`src/rtl/mult_div_unit.sv`:
```
// Multicycle signed MULT/DIV unit: Booth radix-2 multiply and restoring divide,
// 32 iterations each, results held in HI/LO until the next completed operation.
module mult_div_unit (
    input  logic        clock,
    input  logic        reset,
    input  logic        start,
    input  logic        op,
    input  logic [31:0] A,
    input  logic [31:0] B,
    output logic        busy,
    output logic        done,
    output logic        div_zero,
    output logic [31:0] hi,
    output logic [31:0] lo
);
    localparam int DATA_W = 32;
    localparam logic [5:0] ITERS = 6'd32;

    typedef enum logic [1:0] {
        S_IDLE   = 2'd0,
        S_MULT   = 2'd1,
        S_DIV    = 2'd2,
        S_FINISH = 2'd3
    } state_t;

    state_t                   r_state;
    logic [5:0]               r_cnt;
    // Upper accumulator carries one guard bit so M = -2^31 does not overflow.
    logic signed [DATA_W:0]   r_phi;
    logic [DATA_W-1:0]        r_plo;
    logic                     r_q1;
    logic [DATA_W-1:0]        r_m;
    logic                     r_neg_q;
    logic                     r_neg_r;
    logic                     r_busy;
    logic                     r_done;
    logic                     r_dz;
    logic [DATA_W-1:0]        r_hi;
    logic [DATA_W-1:0]        r_lo;

    logic signed [DATA_W:0]   w_m_ext;
    logic signed [DATA_W:0]   w_booth_sum;
    logic [DATA_W:0]          w_rem_shift;
    logic [DATA_W:0]          w_rem_diff;
    logic                     w_last;

    function automatic logic [DATA_W-1:0] f_mag(input logic [DATA_W-1:0] x);
        return x[DATA_W-1] ? (~x + 1'b1) : x;
    endfunction

    function automatic logic [DATA_W-1:0] f_apply_sign(input logic [DATA_W-1:0] mag,
                                                       input logic neg);
        return neg ? (~mag + 1'b1) : mag;
    endfunction

    always_comb begin
        w_m_ext     = $signed({r_m[DATA_W-1], r_m});
        w_booth_sum = r_phi;
        case ({r_plo[0], r_q1})
            2'b01:   w_booth_sum = r_phi + w_m_ext;
            2'b10:   w_booth_sum = r_phi - w_m_ext;
            default: w_booth_sum = r_phi;
        endcase
        // Divide reuses the accumulator: r_phi[31:0] is R, r_plo is Q.
        w_rem_shift = {r_phi[DATA_W-1:0], r_plo[DATA_W-1]};
        w_rem_diff  = w_rem_shift - {1'b0, r_m};
    end

    assign w_last = (r_cnt == ITERS);

    always_ff @(posedge clock) begin
        if (!reset) begin
            r_state <= S_IDLE;
            r_cnt   <= '0;
            r_phi   <= '0;
            r_plo   <= '0;
            r_q1    <= 1'b0;
            r_m     <= '0;
            r_neg_q <= 1'b0;
            r_neg_r <= 1'b0;
            r_busy  <= 1'b0;
            r_done  <= 1'b0;
            r_dz    <= 1'b0;
            r_hi    <= '0;
            r_lo    <= '0;
        end else begin
            case (r_state)
                S_IDLE: begin
                    if (start) begin
                        r_busy <= 1'b1;
                        r_cnt  <= '0;
                        r_phi  <= '0;
                        r_q1   <= 1'b0;
                        if (!op) begin
                            r_m     <= A;
                            r_plo   <= B;
                            r_state <= S_MULT;
                        end else begin
                            r_m     <= f_mag(B);
                            r_plo   <= f_mag(A);
                            r_neg_q <= A[DATA_W-1] ^ B[DATA_W-1];
                            r_neg_r <= A[DATA_W-1];
                            r_state <= (B == '0) ? S_FINISH : S_DIV;
                        end
                    end
                end
                S_MULT: begin
                    if (w_last) begin
                        r_hi    <= r_phi[DATA_W-1:0];
                        r_lo    <= r_plo;
                        r_done  <= 1'b1;
                        r_dz    <= 1'b0;
                        r_state <= S_FINISH;
                    end else begin
                        r_phi <= w_booth_sum >>> 1;
                        r_plo <= {w_booth_sum[0], r_plo[DATA_W-1:1]};
                        r_q1  <= r_plo[0];
                        r_cnt <= r_cnt + 6'd1;
                    end
                end
                S_DIV: begin
                    if (w_last) begin
                        r_hi    <= f_apply_sign(r_phi[DATA_W-1:0], r_neg_r);
                        r_lo    <= f_apply_sign(r_plo, r_neg_q);
                        r_done  <= 1'b1;
                        r_dz    <= 1'b0;
                        r_state <= S_FINISH;
                    end else begin
                        if (!w_rem_diff[DATA_W]) begin
                            r_phi <= {1'b0, w_rem_diff[DATA_W-1:0]};
                            r_plo <= {r_plo[DATA_W-2:0], 1'b1};
                        end else begin
                            r_phi <= {1'b0, w_rem_shift[DATA_W-1:0]};
                            r_plo <= {r_plo[DATA_W-2:0], 1'b0};
                        end
                        r_cnt <= r_cnt + 6'd1;
                    end
                end
                S_FINISH: begin
                    // Entered without done only from the divide-by-zero shortcut.
                    if (r_done) begin
                        r_done  <= 1'b0;
                        r_dz    <= 1'b0;
                        r_busy  <= 1'b0;
                        r_state <= S_IDLE;
                    end else begin
                        r_done <= 1'b1;
                        r_dz   <= 1'b1;
                    end
                end
                default: r_state <= S_IDLE;
            endcase
        end
    end

    assign busy     = r_busy;
    assign done     = r_done;
    assign div_zero = r_dz;
    assign hi       = r_hi;
    assign lo       = r_lo;

endmodule

```
`config.mk`:
```
export PLATFORM = sky130hd
export DESIGN_NAME = mult_div_unit
export DESIGN_NICKNAME = d
export VERILOG_FILES = /design/src/rtl/mult_div_unit.sv
export SDC_FILE = /design/constraint.sdc
export NUM_CORES = 1
export LEC_CHECK = 0
export ABC_AREA = 0
export BUFFER_PORTS_ARGS = -buffer_cell sky130_fd_sc_hd__buf_2
export CORE_MARGIN = 3
export CORE_UTILIZATION = 65
export DETAILED_ROUTE_END_ITERATION = 16
export MAX_ROUTING_LAYER = met4
export PLACE_DENSITY = 0.92
export SYNTH_ARGS = -nofsm -noshare
export SYNTH_HDL_FRONTEND = slang
export SYNTH_SLANG_ARGS = --single-unit
```
`constraint.sdc`:
```
create_clock -name clock -period 10.9 [get_ports clock]
set_input_delay 0 -clock clock [delete_from_list [all_inputs] [get_ports clock]]
set_output_delay 0 -clock clock [all_outputs]
set_load 0.05 [all_outputs]
```
# Word level (Yosys, flattened, before mapping)
# Index checks and enable logic that the tools add are counted.
op_classes:
  addsub: 8
  n_eq_ne: 14
  n_mux: 43
  n_bitwise: 5
  reduce_logical: 18
ops:
  columns: ["operator", "count"]
  rows:
  - ["2-to-1 mux 32 bit", 14]
  - ["adder 32 x 1 -> 32 bit (second input constant)", 4]
  - ["NOT 32 bit", 4]
  - ["case mux 32 bit (2 select lines)", 2]
  - ["2-to-1 mux 33 bit", 3]
  - ["case mux 33 bit (3 select lines)", 1]
  - ["case mux 32 bit (3 select lines)", 1]
  - ["case mux 33 bit (2 select lines)", 1]
  - ["subtractor 33 x 32 -> 33 bit", 2]
  - ["adder 33 x 32 -> 33 bit", 1]
  - ["logical NOT 32 bit", 1]
  - ["AND reduction 3 bit", 6]
  - ["inequality test 2 bit (second input constant)", 7]
  - ["2-to-1 mux 6 bit", 2]
  - ["case mux 6 bit (2 select lines)", 1]
  - ["nonzero test 2 bit", 5]
  - ["2-to-1 mux 1 bit", 9]
  - ["2-to-1 mux 2 bit", 4]
  - ["case mux 1 bit (2 select lines)", 4]
  - ["adder 6 x 1 -> 6 bit (second input constant)", 1]
  - ["== test 2 bit (second input constant)", 3]
  - ["== test 6 bit (second input constant)", 1]
  - ["case mux 2 bit (3 select lines)", 1]
  - ["== test 2 x 1 -> 1 bit (second input constant)", 2]
  - ["7 further kinds", 8]
totals:
  register_bits: 175
  in_bits: 68
  out_inout_bits: 67
  elab_cells: 101

# Logic depth before layout (Yosys ltp)
depth:
  ltp_word: 6
  mapped_depth: 18
  depth_no_buf: 18

# Worst setup path after synthesis
# Ideal clock, no wire load.
synth_timing:
  path_kind: "flip-flop to flip-flop"
  startpoint: "register r_m[5]"
  endpoint: "register r_phi[30]"
  setup_ps: 114
  arrival_time_ps: 3850
  t_required_ps: 10786
  slack_ps: 6936
  path_stages_with_launch: 17
  path_buffers: 1
  synth_period_minus_slack_ps: 3964
  path_cell_list: "dfxtp_1 nor4_1 nor4b_1 a31oi_1 xnor2_1 ha_1 clkbuf_1 nand2_1 nand2b_1 a21o_1 a21oi_1 o21ai_0 a221o_1 a221o_1 a21oi_1 mux2i_1 a21o_1"
synth_between:
  elab_chain_len: 4
  elab_cells_between_ends: 8
  cone_classes: "add/sub (3); mux (5)"
synth_lines:
  columns: ["element", "line", "rtl"]
  rows:
  - ["start: declaration", "32", "logic [DATA_W-1:0] r_m;"]
  - ["start signal: assignment", "99", "r_m <= f_mag(B);"]
  - ["subtractor 33 x 32 -> 33 bit, or another cell as far along", "61", "2'b10: w_booth_sum = r_phi - w_m_ext;"]
  - ["case mux 33 bit (2 select lines) / 2-to-1 mux 32 bit (equally long branches)", "59, 129", null]
  - ["2-to-1 mux 33 bit, on equally long branches", "108, 122", null]
  - ["case mux 33 bit (3 select lines) (*)", "87", "case (r_state)"]
  - ["end signal: assignment", "115", "r_phi <= w_booth_sum >>> 1;"]
  - ["end signal: assignment", "130", "r_phi <= {1'b0, w_rem_diff[DATA_W-1:0]};"]
  - ["end signal: assignment", "133", "r_phi <= {1'b0, w_rem_shift[DATA_W-1:0]};"]
  - ["end: declaration", "29", "logic signed [DATA_W:0] r_phi;"]
# Every way passes the cells marked *; elsewhere a longest branch is shown, timed or not. The select of a mux whose other input is x is not followed.
# A chain may end at the register's enable or synchronous reset.

# Worst setup path after layout
layout_timing:
  startpoint: "register r_m[5]"
  endpoint: "register r_phi[31]"
# The elaborated chain is that of the path after synthesis.

==> impl_metrics.json <==
{
  "min_from": "A[18]",
  "antenna_found_initial": 0,
  "rows": 53,
  "dr.pass1.iters": 7,
  "finalClockSkew_ns": 0.01952,
  "hold_viol_final": 0,
  "wl_per_cell_um": 19.67,
  "postCtsSetupBuffers": 0,
  "crit_path_start": "r_m[5]",
  "r2r-start": "r_m[5]",
  "yosysMostFrequentCell": "nor2_1",
  "drive_gt1_frac": 0.1047,
  "grtUsageMet2": 0.5418,
  "crit_path_cell_trace": "nor4_1, nand2_1, nor3_1, a31oi_1, xnor2_1, ha_1, o21ai_0, a22oi_1, o211ai_1, a21oi_1, a21oi_1, o311ai_0, a41o_1, a21oi_1, nor3_1, o211ai_1",
  "hold_depth": 5,
  "cts_tree": "yes",
  "grt_pass1_vias": 13390,
  "fp.coreArea_um2": 21290,
  "grt_use_total": 0.3623,
  "layout_min_cycle_time_ns": 4.950,
  "cp_slowest_cell": "nor3_1",
  "dieArea_um2": 23770,
  "area_delta_synth_final_pct": 9.942,
  "io_buffers": 134,
  "pre_cts_ws_ns": 6.203,
  "clk_pin_slew_ns": 0.08,
  "grt_pass1_wl_um": 69260,
  "rsz0062_at_grt": "no",
  "diodes": 0,
  "use_met3": 0.05736,
  "peakVddDrop_v": 0.0001119,
  "cp_data_arrival_time_ns": 5.26,
  "fin_ws_ns": 5.950,
  "clockBufferDepth": 2,
  "yosys.area.top_type": "dfxtp_1",
  "syn_avg_cell_area_um2": 7.460,
  "ys_types": 71,
  "htree_levels": 4,
  "synth_area_um2": 14270,
  "first_iter_violations": 2120,
  "fin_tns_setup_ns": 0,
  "worst_pin_slew_ns": 1.304,
  "clkSinkCount": 175,
  "crit_required_ns": 11.21,
  "clkLatencyLatePin_ns": 0.44,
  "syn_nets": 2059,
  "initial_core_util": 0.6704,
  "root_buffer": "clkbuf_16",
  "wirelength_um": 44320,
  "gp_congestion": 1.040,
  "maxSlewHeadroom": 0.1248,
  "status": "finished clean",
  "synth_common_cells": "nor2_1, a21oi_1, nand2_1",
  "yosysWarnings": 0,
  "setup_viol_count_final": 0,
  "synth_edf_count": 0,
  "critPathKind": "flip-flop to flip-flop",
  "hp-class": "primary input to flip-flop",
  "period_share": 0.4541,
  "ff2ff_path_depth": 16,
  "hold_ws_ns": 0.007298,
  "top_usage_layer": "met2",
  "met1_usage": 0.4956,
  "synth.area.top_cells": "dfxtp_1, ha_1, a21oi_1",
  "synthCells": 1913,
  "nets": 2111,
  "grt_max_degree": 132,
  "maxCapViolCount": 0,
  "cts_made_buffers": 17,
  "dp_hpwl_um": 31930,
  "dieHeight_um": 154.2,
  "io_pins": 135,
  "r2r-end": "r_phi[31]",
  "postRouteAntennaNets": 0,
  "critical_path.max_fanout": 8,
  "route.vias.total": 15040,
  "critPathMostFrequentCell": "a21oi_1",
  "async_flop_share": 0,
  "yosys.area.top_type_share": 0.2455,
  "seq_area_frac_synth": 0.2455,
  "synth_top_flop_cell": "dfxtp_1",
  "reg2reg_slack_ns": 5.95,
  "clock.fmax_ghz": 0.2020,
  "ys_seq_elements": 175,
  "via_per_inst": 6.677,
  "startpoint_type": "flip-flop",
  "leakage_nw": 6.202,
  "drv_slew": 0,
  "drcViolationCount": 0,
  "power_density_nw_per_um2": 202.7,
  "fp.dieW_um": 154.2,
  "cp-end-kind": "flip-flop",
  "cp_slowest_stage_delay_ns": 0.76,
  "overflow": 0,
  "crit_end": "r_phi[31]"
}
==> routing by layer <==
metal  wire length, um  part of all wire
met5                 0                 0
met4              1595             0.036
met3              4808              0.11
met2             19540              0.44
met1             18370              0.41
==> cell usage in the layout (no fill, tap or decap), types with 20 or more instances in the layout <==
| master | count |
|---|---|
| nand3_1 | 26 |
| nor2_1 | 198 |
| nand2_1 | 187 |
| inv_1 | 70 |
| xnor2_1 | 87 |
| nand2b_1 | 23 |
| and3_1 | 20 |
| a21oi_1 | 188 |
| a211oi_1 | 84 |
| xor2_1 | 106 |
| a222oi_1 | 26 |
| ha_1 | 76 |
| dfxtp_1 | 175 |
| nor3_1 | 30 |
| o31ai_1 | 22 |
| a21o_1 | 31 |
| buf_2 | 133 |
| o211ai_1 | 43 |
| o21ai_0 | 119 |
| a22oi_1 | 21 |
==> stage by stage <==
stage / utilization / instance area (um2) / total power [mW] / cells
after floorplan: - / 14270 / 2.072 / 1913
after global placement: 0.6994 / 14890 / 2.434 / 2204
after detailed placement: 0.6994 / 14890 / 2.477 / 2204
after CTS: 0.7371 / 15690 / 3.129 / 2253
after global routing: 0.7371 / 15690 / 3.366 / 2253
final: 0.7371 / 15690 / 3.181 / 2253
==> kinds of logic (layout without fill, tap and decap cells) <==
group / Yosys count / in the layout / share of synthesized area
DFF: 175 / 175 / 0.2455
and+or+nand+nor: 596 / 596 / 0.1949
xor gates and xnor gates: 193 / 193 / 0.1184
muxes: 25 / 25 / 0.01806
buffers and inverters: 199 / 264 / 0.05304
adders and majority gates: 78 / 78 / 0.06944
AOI/OAI and AO/OA: 647 / 647 / 0.3006
==> worst max-delay path, delay by kind of cell, from the launching register on <==
kind / cells / cell delay (ns)
compound gates: 10 / 2.20
xor+xnor: 1 / 0.18
fa+ha+maj: 1 / 0.37
flops: 1 / 0.36
simple gates: 4 / 1.71
==> power by group <==
part | switching [mW] | internal (mW) | leakage, nW
logic | 1.03 | 0.624 | 4.48
registers | 0.154 | 0.727 | 1.42
clock network | 0.325 | 0.318 | 0.303
total | 1.51 | 1.67 | 6.20
==> worst min path at each step <==
stage,end,slack (ns)
global placement,r_plo[8],0.36
CTS,r_plo[24],0.001
finish,r_m[18],0.007
detailed placement,r_plo[8],0.37
global route,r_plo[24],0.02
floorplan,r_phi[31],0.14
==> timing repair <==
action / 4_1_cts / 5_1_grt
hold endpoints to repair: 18 / 0
hold buffers: 17 / 0
gates resized for setup: 0 / 0
==> area by class of cell <==
class	count	area, um2
clock inverters	15	206.4
flip-flops and latches	175	3503
clock buffers	17	425.4
fillers	1667	5597
multi-input cells	1539	10020
repair buffers	161	918.4
inverters	71	269.0
well taps	275	344.1
==> sequential cells by signal, indices dropped and copies added, names as in the netlist <==
signal,cells
r_m,32
r_phi,33
lo,32
r_plo,32
r_q1,1
r_neg_r,1
hi,32
busy,1
done,1
r_state,2
r_neg_q,1
r_cnt,6
div_zero,1
(Power assumes the default switching activity.)
